**src/rtl/rd_arbiter.sv**
```systemverilog
// -----------------------------------------------------------------------------
// rd_arbiter
//   Round-robin arbiter granting N requesters access to one shared read
//   engine. Each transaction runs IDLE -> START -> WAIT -> RELEASE -> IDLE.
//   All outputs are registered and decoded from the next state and owner,
//   so no input reaches an output combinationally.
//
// Parameters
//   N        number of requesters (2..8)
//   TIMEOUT  WAIT-state cycle limit when the timeout feature is built (1..255)
//
// Optional feature
//   RD_ARBITER_TIMEOUT_EN  when defined, WAIT is bounded by TIMEOUT cycles and
//                          a bounded-out transaction completes with err = 1.
//                          When undefined, WAIT is unbounded and err is 0.
//
// Ports
//   clock    in   rising-edge clock
//   reset_n  in   asynchronous active-low reset
//   req      in   [N] level read requests, sampled only in IDLE
//   gnt      out  [N] one-hot grant, held through START and WAIT
//   done     out  [N] one-cycle completion pulse to the owner (RELEASE)
//   go       out  start strobe to the read engine, one cycle (START)
//   ds       in   completion strobe from the read engine
//   busy     out  high in every state except IDLE
//   err      out  timeout pulse, coincident with done
// -----------------------------------------------------------------------------
module rd_arbiter #(
  parameter int unsigned N       = 4,
  parameter int unsigned TIMEOUT = 16
) (
  input  logic         clock,
  input  logic         reset_n,
  input  logic [N-1:0] req,
  output logic [N-1:0] gnt,
  output logic [N-1:0] done,
  output logic         go,
  input  logic         ds,
  output logic         busy,
  output logic         err
);

  localparam int unsigned OW  = (N > 1) ? $clog2(N) : 1;
  localparam logic [N-1:0] ONE = N'(1);

  typedef enum logic [1:0] {
    S_IDLE,
    S_START,
    S_WAIT,
    S_RELEASE
  } state_t;

  state_t        state_q, state_d;
  logic [OW-1:0] owner_q, owner_d;   // doubles as last_owner for round-robin
  logic [OW-1:0] rr_pick;
  int unsigned   rr_idx;
  logic [OW-1:0] rr_idx_w;
  logic          rr_found;

  logic [N-1:0]  gnt_q, gnt_d;
  logic [N-1:0]  done_q, done_d;
  logic          go_q, go_d;
  logic          busy_q, busy_d;

`ifdef RD_ARBITER_TIMEOUT_EN
  logic [7:0]    cnt_q, cnt_d;
  logic          tmo_hit;
  logic          err_q;
`endif

  // Round-robin pick: first set request searching from owner_q+1 upward.
  always_comb begin
    rr_pick  = owner_q;
    rr_found = 1'b0;
    rr_idx   = 0;
    rr_idx_w = '0;
    for (int unsigned i = 1; i <= N; i++) begin
      rr_idx   = (32'(owner_q) + i) % N;
      rr_idx_w = OW'(rr_idx);
      if (!rr_found && req[rr_idx_w]) begin
        rr_pick  = rr_idx_w;
        rr_found = 1'b1;
      end
    end
  end

  // Next-state logic.
  always_comb begin
    state_d = state_q;
    owner_d = owner_q;
`ifdef RD_ARBITER_TIMEOUT_EN
    tmo_hit = 1'b0;
`endif
    case (state_q)
      S_IDLE: begin
        if (|req) begin
          state_d = S_START;
          owner_d = rr_pick;
        end
      end
      S_START: state_d = S_WAIT;
      S_WAIT: begin
        if (ds) begin
          state_d = S_RELEASE;
        end
`ifdef RD_ARBITER_TIMEOUT_EN
        // Counter holds the number of completed ds=0 WAIT cycles, so the
        // limit is reached at the end of the TIMEOUT-th WAIT cycle.
        else if (cnt_q == 8'(TIMEOUT - 1)) begin
          state_d = S_RELEASE;
          tmo_hit = 1'b1;
        end
`endif
      end
      S_RELEASE: state_d = S_IDLE;
      default:   state_d = S_IDLE;
    endcase
  end

`ifdef RD_ARBITER_TIMEOUT_EN
  always_comb begin
    cnt_d = cnt_q;
    if (state_d == S_WAIT && state_q != S_WAIT) begin
      cnt_d = '0;
    end else if (state_q == S_WAIT && !ds) begin
      cnt_d = cnt_q + 8'd1;
    end
  end
`endif

  // Output decode from next state / next owner.
  always_comb begin
    gnt_d  = '0;
    done_d = '0;
    go_d   = 1'b0;
    busy_d = (state_d != S_IDLE);
    case (state_d)
      S_START: begin
        gnt_d = ONE << owner_d;
        go_d  = 1'b1;
      end
      S_WAIT:    gnt_d  = ONE << owner_d;
      S_RELEASE: done_d = ONE << owner_d;
      default: ;
    endcase
  end

  always_ff @(posedge clock or negedge reset_n) begin
    if (!reset_n) begin
      state_q <= S_IDLE;
      owner_q <= OW'(N - 1);
      gnt_q   <= '0;
      done_q  <= '0;
      go_q    <= 1'b0;
      busy_q  <= 1'b0;
`ifdef RD_ARBITER_TIMEOUT_EN
      cnt_q   <= '0;
      err_q   <= 1'b0;
`endif
    end else begin
      state_q <= state_d;
      owner_q <= owner_d;
      gnt_q   <= gnt_d;
      done_q  <= done_d;
      go_q    <= go_d;
      busy_q  <= busy_d;
`ifdef RD_ARBITER_TIMEOUT_EN
      cnt_q   <= cnt_d;
      err_q   <= tmo_hit;
`endif
    end
  end

  assign gnt  = gnt_q;
  assign done = done_q;
  assign go   = go_q;
  assign busy = busy_q;
`ifdef RD_ARBITER_TIMEOUT_EN
  assign err  = err_q;
`else
  assign err  = 1'b0;
`endif

endmodule

```
**config.mk**
```make
export PLATFORM = sky130hd
export DESIGN_NAME = rd_arbiter
export DESIGN_NICKNAME = d
export VERILOG_FILES = /design/src/rtl/rd_arbiter.sv
export SDC_FILE = /design/constraint.sdc
export NUM_CORES = 1
export LEC_CHECK = 0
export ABC_AREA = 1
export CAP_MARGIN = 20
export CORE_MARGIN = 4
export CORE_UTILIZATION = 50
export CTS_BUF_LIST = sky130_fd_sc_hd__clkbuf_8
export DETAILED_ROUTE_END_ITERATION = 16
export PLACE_DENSITY = 0.77
export SYNTH_ARGS = -nofsm -noshare
export SYNTH_HDL_FRONTEND = slang
export SYNTH_SLANG_ARGS = --single-unit
```
**constraint.sdc**
```tcl
create_clock -name clock -period 2.8 [get_ports clock]
set_input_delay 0.42 -clock clock [delete_from_list [all_inputs] [get_ports clock]]
set_output_delay 0.42 -clock clock [all_outputs]
set_load 0.05 [all_outputs]
```
* Word-level counts from Yosys, hierarchy flattened *
Index checks and enable logic that the tools add are counted.
W data, S select, Z words.

word-level totals
  register bits after elaboration = 14
  bits in latches = 0
  memory bits (writable) = 0
  ROM bits = 0
  input bits = 7
  output and inout port bits = 11
  logic and storage cells = 54
  memories = 0

cells by class
  add/sub/neg operators = 4
  multiply operators = 0
  divide/modulo/power cells = 0
  $lt $le $gt $ge = 4
  equal/unequal tests = 6
  shift-type cells = 1
  mux-type cells = 23
  bitwise gates (word level) = 0
  reductions and logical operators = 10

operator list
  operator               count
  $mux W2                8
  $lt A2 B3 Y1 const B   4
  $bmux W1 S2            4
  $eq A2 B2 Y1 const B   4
  $mux W1                8
  $mux W4                2
  $pmux W2 S4            1
  $add A2 B1 Y2 const B  2
  $add A2 B2 Y2 const B  2
  $eq A2 B1 Y1 const B   2
  $reduce_or A4 Y1       1
  $shl A1 B2 Y4 const A  1
  $logic_and A1 B1 Y1    3
  $logic_not A1 Y1       3
  $logic_not A2 Y1       1
  $reduce_bool A2 Y1     1
  $reduce_or A2 Y1       1

* Longest topological paths before layout *
Gate-level depths: netlist (run 1).

  depth in word-level cells = 17
  mapped depth = 14
  mapped depth without buffers = 13

* Worst setup path before layout (run 1) *
Ideal clock, no wire load.

  path kind = register -> register
  from = register owner_q[1]
  to = register done_q[1], in the netlist done[1]
  setup time = 0.086 ns
  data arrival time = 1.479 ns
  required time = 2.714 ns
  path slack = 1.235 ns
  cell stages (with the launch flop) = 14
  path buffers = 1
  clock period less this slack = 1.565 ns
  cells stage by stage = dfstp_2 buf_4 inv_4 nand2_1 nand2_2 nand2_4 nand2_4 inv_1 nand3_2 nand2_1 nand2_2 nand2_1 nand2_2 nor3_1

on the way
  word-level cells in the longest chain between the ends = 17
  elaborated cells on any way between the ends = 29
  those cells by class = add/sub: 4; shift: 1; mux: 18; reduce/logical: 6

ends and longest elaborated chain
  element                        RTL line  RTL
  start: declaration             54        logic [OW-1:0] owner_q, owner_d;
  start signal: assignment       151       owner_q <= OW'(N - 1);
  start signal: assignment       162       owner_q <= owner_d;
  $add A2 B1 Y2                  78        rr_idx = (32'(owner_q) + i) % N;
  $bmux W1 S2                    80        if (!rr_found && req[rr_idx_w]) begin
  $mux W1 (not written as such)  80
  $mux W1                        80
  $logic_not A1 Y1               80
  $logic_and A1 B1 Y1            80
  $mux W1                        80
  $logic_not A1 Y1               80
  [... 2 more ...]               --
  $logic_not A1 Y1               80
  $logic_and A1 B1 Y1            80
  $mux W2                        80
  $mux W2                        96        if (|req) begin
  $mux W2 (*)                    94        case (state_q)
  $shl A1 B2 Y4 (*)              143       S_RELEASE: done_d = ONE << owner_d;
  $mux W4 (*)                    137       case (state_d)
  named net done_d[1]            61        logic [N-1:0] done_q, done_d;
  end signal: assignment         164       done_q <= done_d;
  end: declaration               61

The timed path passes the listed nets; every way through them passes the cells marked *. The select of a mux whose other input is x is not followed.

* Worst setup path after layout (run 1) *
  from = register owner_q[0]
  to = register done_q[2], in the netlist done[2]

The elaborated chain is that of the path after synthesis.

==> run summary, run 1 <==
Initial Util = 54.0%
Post-synth EDFFs = 0
Top-level I/O count = 18
Finish-stage setup viols = 0
1st-pass router iterations = 4
Final Cell Area = 1180 um^2
CTS max path bufs = 2
# fillers = 157
Reg2reg path depth = 12
Die Area = 2690 um^2
Synth top area share = 31.2%
Final count of pins violating max slew = 0
Post-Route WL = 1.85 mm
Post-cts sizing count = 0
P_leak = 0.623 nW
DR vias = 816
Synth-to-Final Area Change = 22.9%
Grt ovf = 0
Period Utilization, post-route = 68.3%
Status = completed
Worst Skew = 0.00381 ns
Top post-synthesis cells by area = dfrtp_1 31%, nand2_1 15%, ha_1 7.8%
I/O Buffers = 16
Relative slew slack = 61.3%
Main synth FF type = dfrtp_1
Fmax = 523 MHz
Crit. End Element = flop
Critical Path RT = 2.97 ns
Post-CTS Hold Fix Bufs = 0
M1 GR Usage = 20.3%
GR met2 Demand/Resource = 27.6%
H-tree lvl count = 1
First-pass GRT wire length = 3.22 mm
CTS tree = built
Synthesis Warnings = 0
Peak supply drop = 0.000828 V
Die Wd = 51.9 um
Synth Instances = 127
Seq cells post-synth = 14
Total power = 1.62 mW
Routing usage on met3 = 4.30%
Clock root buffer = clkbuf_8
Most instantiated cells after synthesis = 38 x nand2_1, 15 x inv_1, 12 x dfrtp_1, 12 x nand2_2
Clock transition at path regs = 0.06 ns
Post-synth ARST share = 100%
Post-Syn Area = 963 um^2
Placed inst area = 1130 um^2
Seq/Total Area, Yosys = 36.6%
RSZ-0062 raised after global routing = no
DRC = 0
Largest net degree at the start of global routing = 15
Min cycle time layout = 1.91 ns
MaxCap Viol Count = 0
Hold slack = 0.549 ns
Synth unique cells = 24
Antenna Cells = 0
Layout Nets = 158
Setup TNS = 0 ns
Final core utilization = 66.4%
Row cnt = 15
Overall routing resource usage = 15.9%
Mean Syn Cell Area = 7.59 um^2
DP HPWL = 1.46 mm
Top-count cell post-synth = nand2_1
Final hold vios = 0
Critical path peak fanout = 13
Min-delay worst type = in2async
Pwr Density = 1360 nW/um^2
DR iter-0 viols = 13
Clock Sinks = 14
Post-CTS setup buffers = 0
TritonCTS Buffers = 3
CP Launch Type = flop
Gr busiest metal = met2
Core box area = 1780 um^2
WP data arrival = 2.08 ns
Synthesized net count = 140
Die height = 51.9 um
Antenna violations before repair = 0
Via-to-Cell Ratio = 4.83
Share of cells above drive strength 1 = 21.5%
Worst slew pin tran = 0.578 ns
Antenna Nets Post-Route = 0
Area leader, netlist = dfrtp_1
Worst skew pair latency = 0.24 ns
GP Congestion = 0.889
WS Path Type = reg2reg
Drt wl/cell = 10.9 um
Vias in the first global route = 788
worst max-delay path, stage by stage, from the launching register on:
cell	delay, ns
dfstp_2	0.70
inv_2	0.14
nand2_1	0.10
nand2_2	0.10
nand2_4	0.11
nand2_4	0.06
nor2_2	0.09
nand3_1	0.09
nand2_2	0.11
nand2_1	0.07
nand2_2	0.10
nand2_1	0.08
nor2_1	0.09
cells in the final DEF, fill, tap and decap left out, types with 4 or more instances in the layout:
| master | count |
|---|---|
| nand2_1 | 38 |
| nor2_1 | 8 |
| clkbuf_8 | 4 |
| nand3_1 | 8 |
| dfrtp_1 | 12 |
| clkdlybuf4s50_1 | 16 |
| nand2_2 | 12 |
| ha_1 | 6 |
| inv_1 | 15 |
per-stage QoR:
step / cells / setup slack (ns)
2_1_floorplan: 127 / 1.23
3_3_place_gp: 165 / 0.786
3_5_place_dp: 165 / 0.738
4_1_cts: 169 / 0.892
5_1_grt: 169 / 0.686
6_report: 169 / 0.889
final cells by class:
cell class / count / area, um^2 / area share [%]
Inverter: 17 / 66.3 / 5.60
Multi-Input combinational cell: 93 / 518 / 43.8
Clock buffer: 4 / 55.1 / 4.65
Sequential cell: 14 / 353 / 29.8
Tap cell: 25 / 31.3 / 2.64
Timing Repair Buffer: 16 / 160 / 13.5
worst paths after layout:
path,slack (ns),to,start
max in group asynchronous,1.87,state_q[1],reset_n
setup / recovery,0.89,done[2],owner_q[0]
hold reg to reg,0.63,owner_q[1],owner_q[1]
hold / removal,0.55,gnt[0],reset_n
setup reg to reg,0.89,done[2],owner_q[0]
min in group clock,0.63,owner_q[1],owner_q[1]
sequential cells by signal (all words and copies together), names as in the netlist:
register	count
busy	1
go	1
gnt	4
state_q	2
done	4
owner_q	2
report_power, final:
group,total (mW),switching [mW],internal (mW)
logic,1.06,0.714,0.346
registers,0.365,0.0730,0.292
clock network,0.190,0.0653,0.124
per-layer routing:
metal  vias to the layer above  wire length [um]  part of all wire (%)
met2                        22               941                    51
met1                       372               798                    43
met4                         0                 0                     0
li1                        422                 -                     -
met3                         0               107                   5.8
met5                         -                 0                     0
logic make-up (layout without fill, tap and decap cells):
family                   count (synthesis)  count (layout)  share of synthesized area (%)
buffers and inverters                   20              37                           9.61
adder cells (fa/ha/maj)                  6               6                           7.79
other                                    1               1                          0.389
AO/OA/AOI/OAI                            7               7                           4.67
AND/OR/NAND/NOR                         79              79                           40.9
flip-flops                              14              14                           36.6
(Power assumes the default switching activity.)
==> run 2: changes to the inputs <==
==> constraint.sdc (replaced) <==
create_clock -name clock -period 2 [get_ports clock]
set_input_delay 0.3 -clock clock [delete_from_list [all_inputs] [get_ports clock]]
set_output_delay 0.3 -clock clock [all_outputs]
set_load 0.05 [all_outputs]
==> run 2 against run 1 <==
  * Global-route usage rose by 0.86 points
  * Sequential share of layout area rose by 0.16 points
  * Non-clock buffer count rose by 1
  * Die area did not move
  * Sequential power rose by 35%
  * Clock power rose by 16%
  * Critical path depth rose by 1
  * Clock skew fell by 0.0026 ns
  * Critical endpoint is now gnt[2]
  * Largest power group unchanged
==> run summary, run 2 (synthesis gave the netlist of run 1 again) <==
Fmax = 547 MHz (+4.5%)
Vias in the first global route = 798 (+1.3%)
Clock power frac = 9.9% (-1.8 points)
Reg2reg path depth = 13 (+1)
Post-Route WL = 1.97 mm (+6.4%)
Period Utilization, post-route = 91.4% (+23 points)
TritonCTS Buffers = 3 (unchanged)
Multi-input gate area = 518 um^2 (unchanged)
Antenna Nets Post-Route = 0 (unchanged)
RSZ-0062 raised after global routing = no
Top-level I/O count = 18 (unchanged)
Crit. End Element = flop
Row cnt = 15 (unchanged)
Post-CTS Hold Fix Bufs = 0 (unchanged)
Relative slew slack = 60.7% (-0.66 points)
CTS max path bufs = 2 (unchanged)
H-tree lvl count = 1 (unchanged)
DR vias = 828 (+1.5%)
DR iter-0 viols = 16 (+3)
DP HPWL = 1.56 mm (+6.3%)
Worst Skew = 0.00117 ns (-0.00264 ns)
Setup TNS = 0 ns (unchanged)
Clock transition at path regs = 0.05 ns (about the same)
Final hold vios = 0 (unchanged)
Die Area = 2690 um^2 (unchanged)
Peak supply drop = 0.000962 V (+16%)
Pwr Density = 1910 nW/um^2 (+40%)
Grt ovf = 0 (unchanged)
Critical path peak fanout = 7 (-6)
Clock Sinks = 14 (unchanged)
GP Congestion = 0.904 (+1.7%)
Cell Int Power = 1.04 mW (+36%)
Antenna Cells = 0 (unchanged)
Hold slack = 0.436 ns (-0.113 ns)
Status = completed
Finish-stage setup viols = 0 (unchanged)
P_leak = 0.621 nW (-0.42%)
Share of cells above drive strength 1 = 21.5% (unchanged)
WS Path Type = reg2reg
Layout Nets = 159 (+0.63%)
DRC = 0 (unchanged)
Post-CTS setup buffers = 0 (unchanged)
Clock root buffer = clkbuf_8
Comb pwr share = 68.2% (+2.6 points)
Min cycle time layout = 1.83 ns (-0.0829 ns)
Initial Util = 54.0% (unchanged)
Die Wd = 51.9 um (unchanged)
CTS tree = built
Min-delay worst type = in2async
Core box area = 1780 um^2 (unchanged)
Final count of pins violating max slew = 0 (unchanged)
CP Launch Type = flop
Via-to-Cell Ratio = 4.90 (+1.5%)
Die height = 51.9 um (unchanged)
Most common cell after layout, fill and taps aside = nand2_1
Antenna violations before repair = 0 (unchanged)
Synth-to-Final Area Change = 22.2%
Seq. cell area = 353 um^2 (unchanged)
Commonest cells after routing, fill and taps aside = 38 x nand2_1, 16 x clkdlybuf4s50_1, 15 x inv_1
Worst slew pin tran = 0.588 ns (+0.00981 ns)
I/O Buffers = 16 (unchanged)
Largest net degree at the start of global routing = 15 (unchanged)
Sequential share of power = 21.9% (-0.7 points)
Post-cts sizing count = 0 (unchanged)
Critical Path RT = 2.17 ns (-0.80 ns)
# fillers = 171 (+8.9%)
Overall routing resource usage = 16.8% (+0.86 points)
Worst skew pair latency = 0.24 ns (about the same)
WP data arrival = 1.99 ns (-0.09 ns)
First-pass GRT wire length = 3.38 mm (+5.2%)
Switching Share = 53.7% (+0.93 points)
1st-pass router iterations = 4 (unchanged)
MaxCap Viol Count = 0 (unchanged)
Drt wl/cell = 11.6 um (+6.4%)
Switching pwr = 1.21 mW (+42%)
-- run 2: changes by cell type in the layout (fill, tap and decap cells not counted) --
cell / previous run / this run
buf_4: 0 / 1
clkbuf_8: 4 / 3
-- run 2: final timing paths --
check	start	slack (ns)	end
hold / removal	reset_n	0.44	gnt[0]
min in group clock	owner_q[0]	0.64	owner_q[0]
max in group asynchronous	reset_n	1.18	state_q[0]
setup / recovery	owner_q[0]	0.17	gnt[2]
setup reg to reg	owner_q[0]	0.17	gnt[2]
hold reg to reg	owner_q[0]	0.64	owner_q[0]
-- run 2: worst max-delay path: stages (launching register included) --
cell	delay [ns]
dfstp_2	0.61
buf_4	0.18
nand2_1	0.07
nand2_2	0.12
nand2_4	0.08
nand2_4	0.08
inv_1	0.05
nand3_2	0.06
nand2_1	0.06
nand2_2	0.08
nand2_1	0.07
nand2_2	0.10
nand2_1	0.09
nor2_1	0.11
-- run 2: layout make-up --
type | instances | share of cell area [%]
multi-input cells | 93 | 44.0
flip-flops and latches | 14 | 30.0
repair buffers | 17 | 14.2
inverters | 17 | 5.63
clock buffers | 3 | 3.51
well taps | 25 | 2.66
-- run 2: layer usage --
metal	routed length, um	vias to the layer above	global-route usage, %
met4	0	0	5.24
met5	0	-	0
li1	-	421	-
met2	1070	16	29.7
met1	836	391	19.9
met3	64	0	3.72
-- run 2: stage by stage --
stage | cell area (um^2) | setup slack, ns | instances | utilization (%) | total power, mW
6_report | 1180 | 0.172 | 169 | 66.0 | 2.25
5_1_grt | 1180 | 0.0150 | 169 | 66.0 | 2.46
4_1_cts | 1180 | 0.153 | 169 | 66.0 | 2.27
3_5_place_dp | 1140 | 0.0165 | 166 | 63.7 | 2.03
3_3_place_gp | 1140 | 0.100 | 166 | 63.7 | 1.96
2_1_floorplan | 963 | 0.435 | 127 | - | 1.67
-- run 2: power by group through the flow --
stage	clock (mW)	sequential (mW)	combinational (mW)
after floorplan	0	0.649	1.02
after global placement	0	0.493	1.46
after detailed placement	0	0.497	1.53
after CTS	0.229	0.493	1.54
after global routing	0.239	0.509	1.71
final	0.221	0.493	1.53
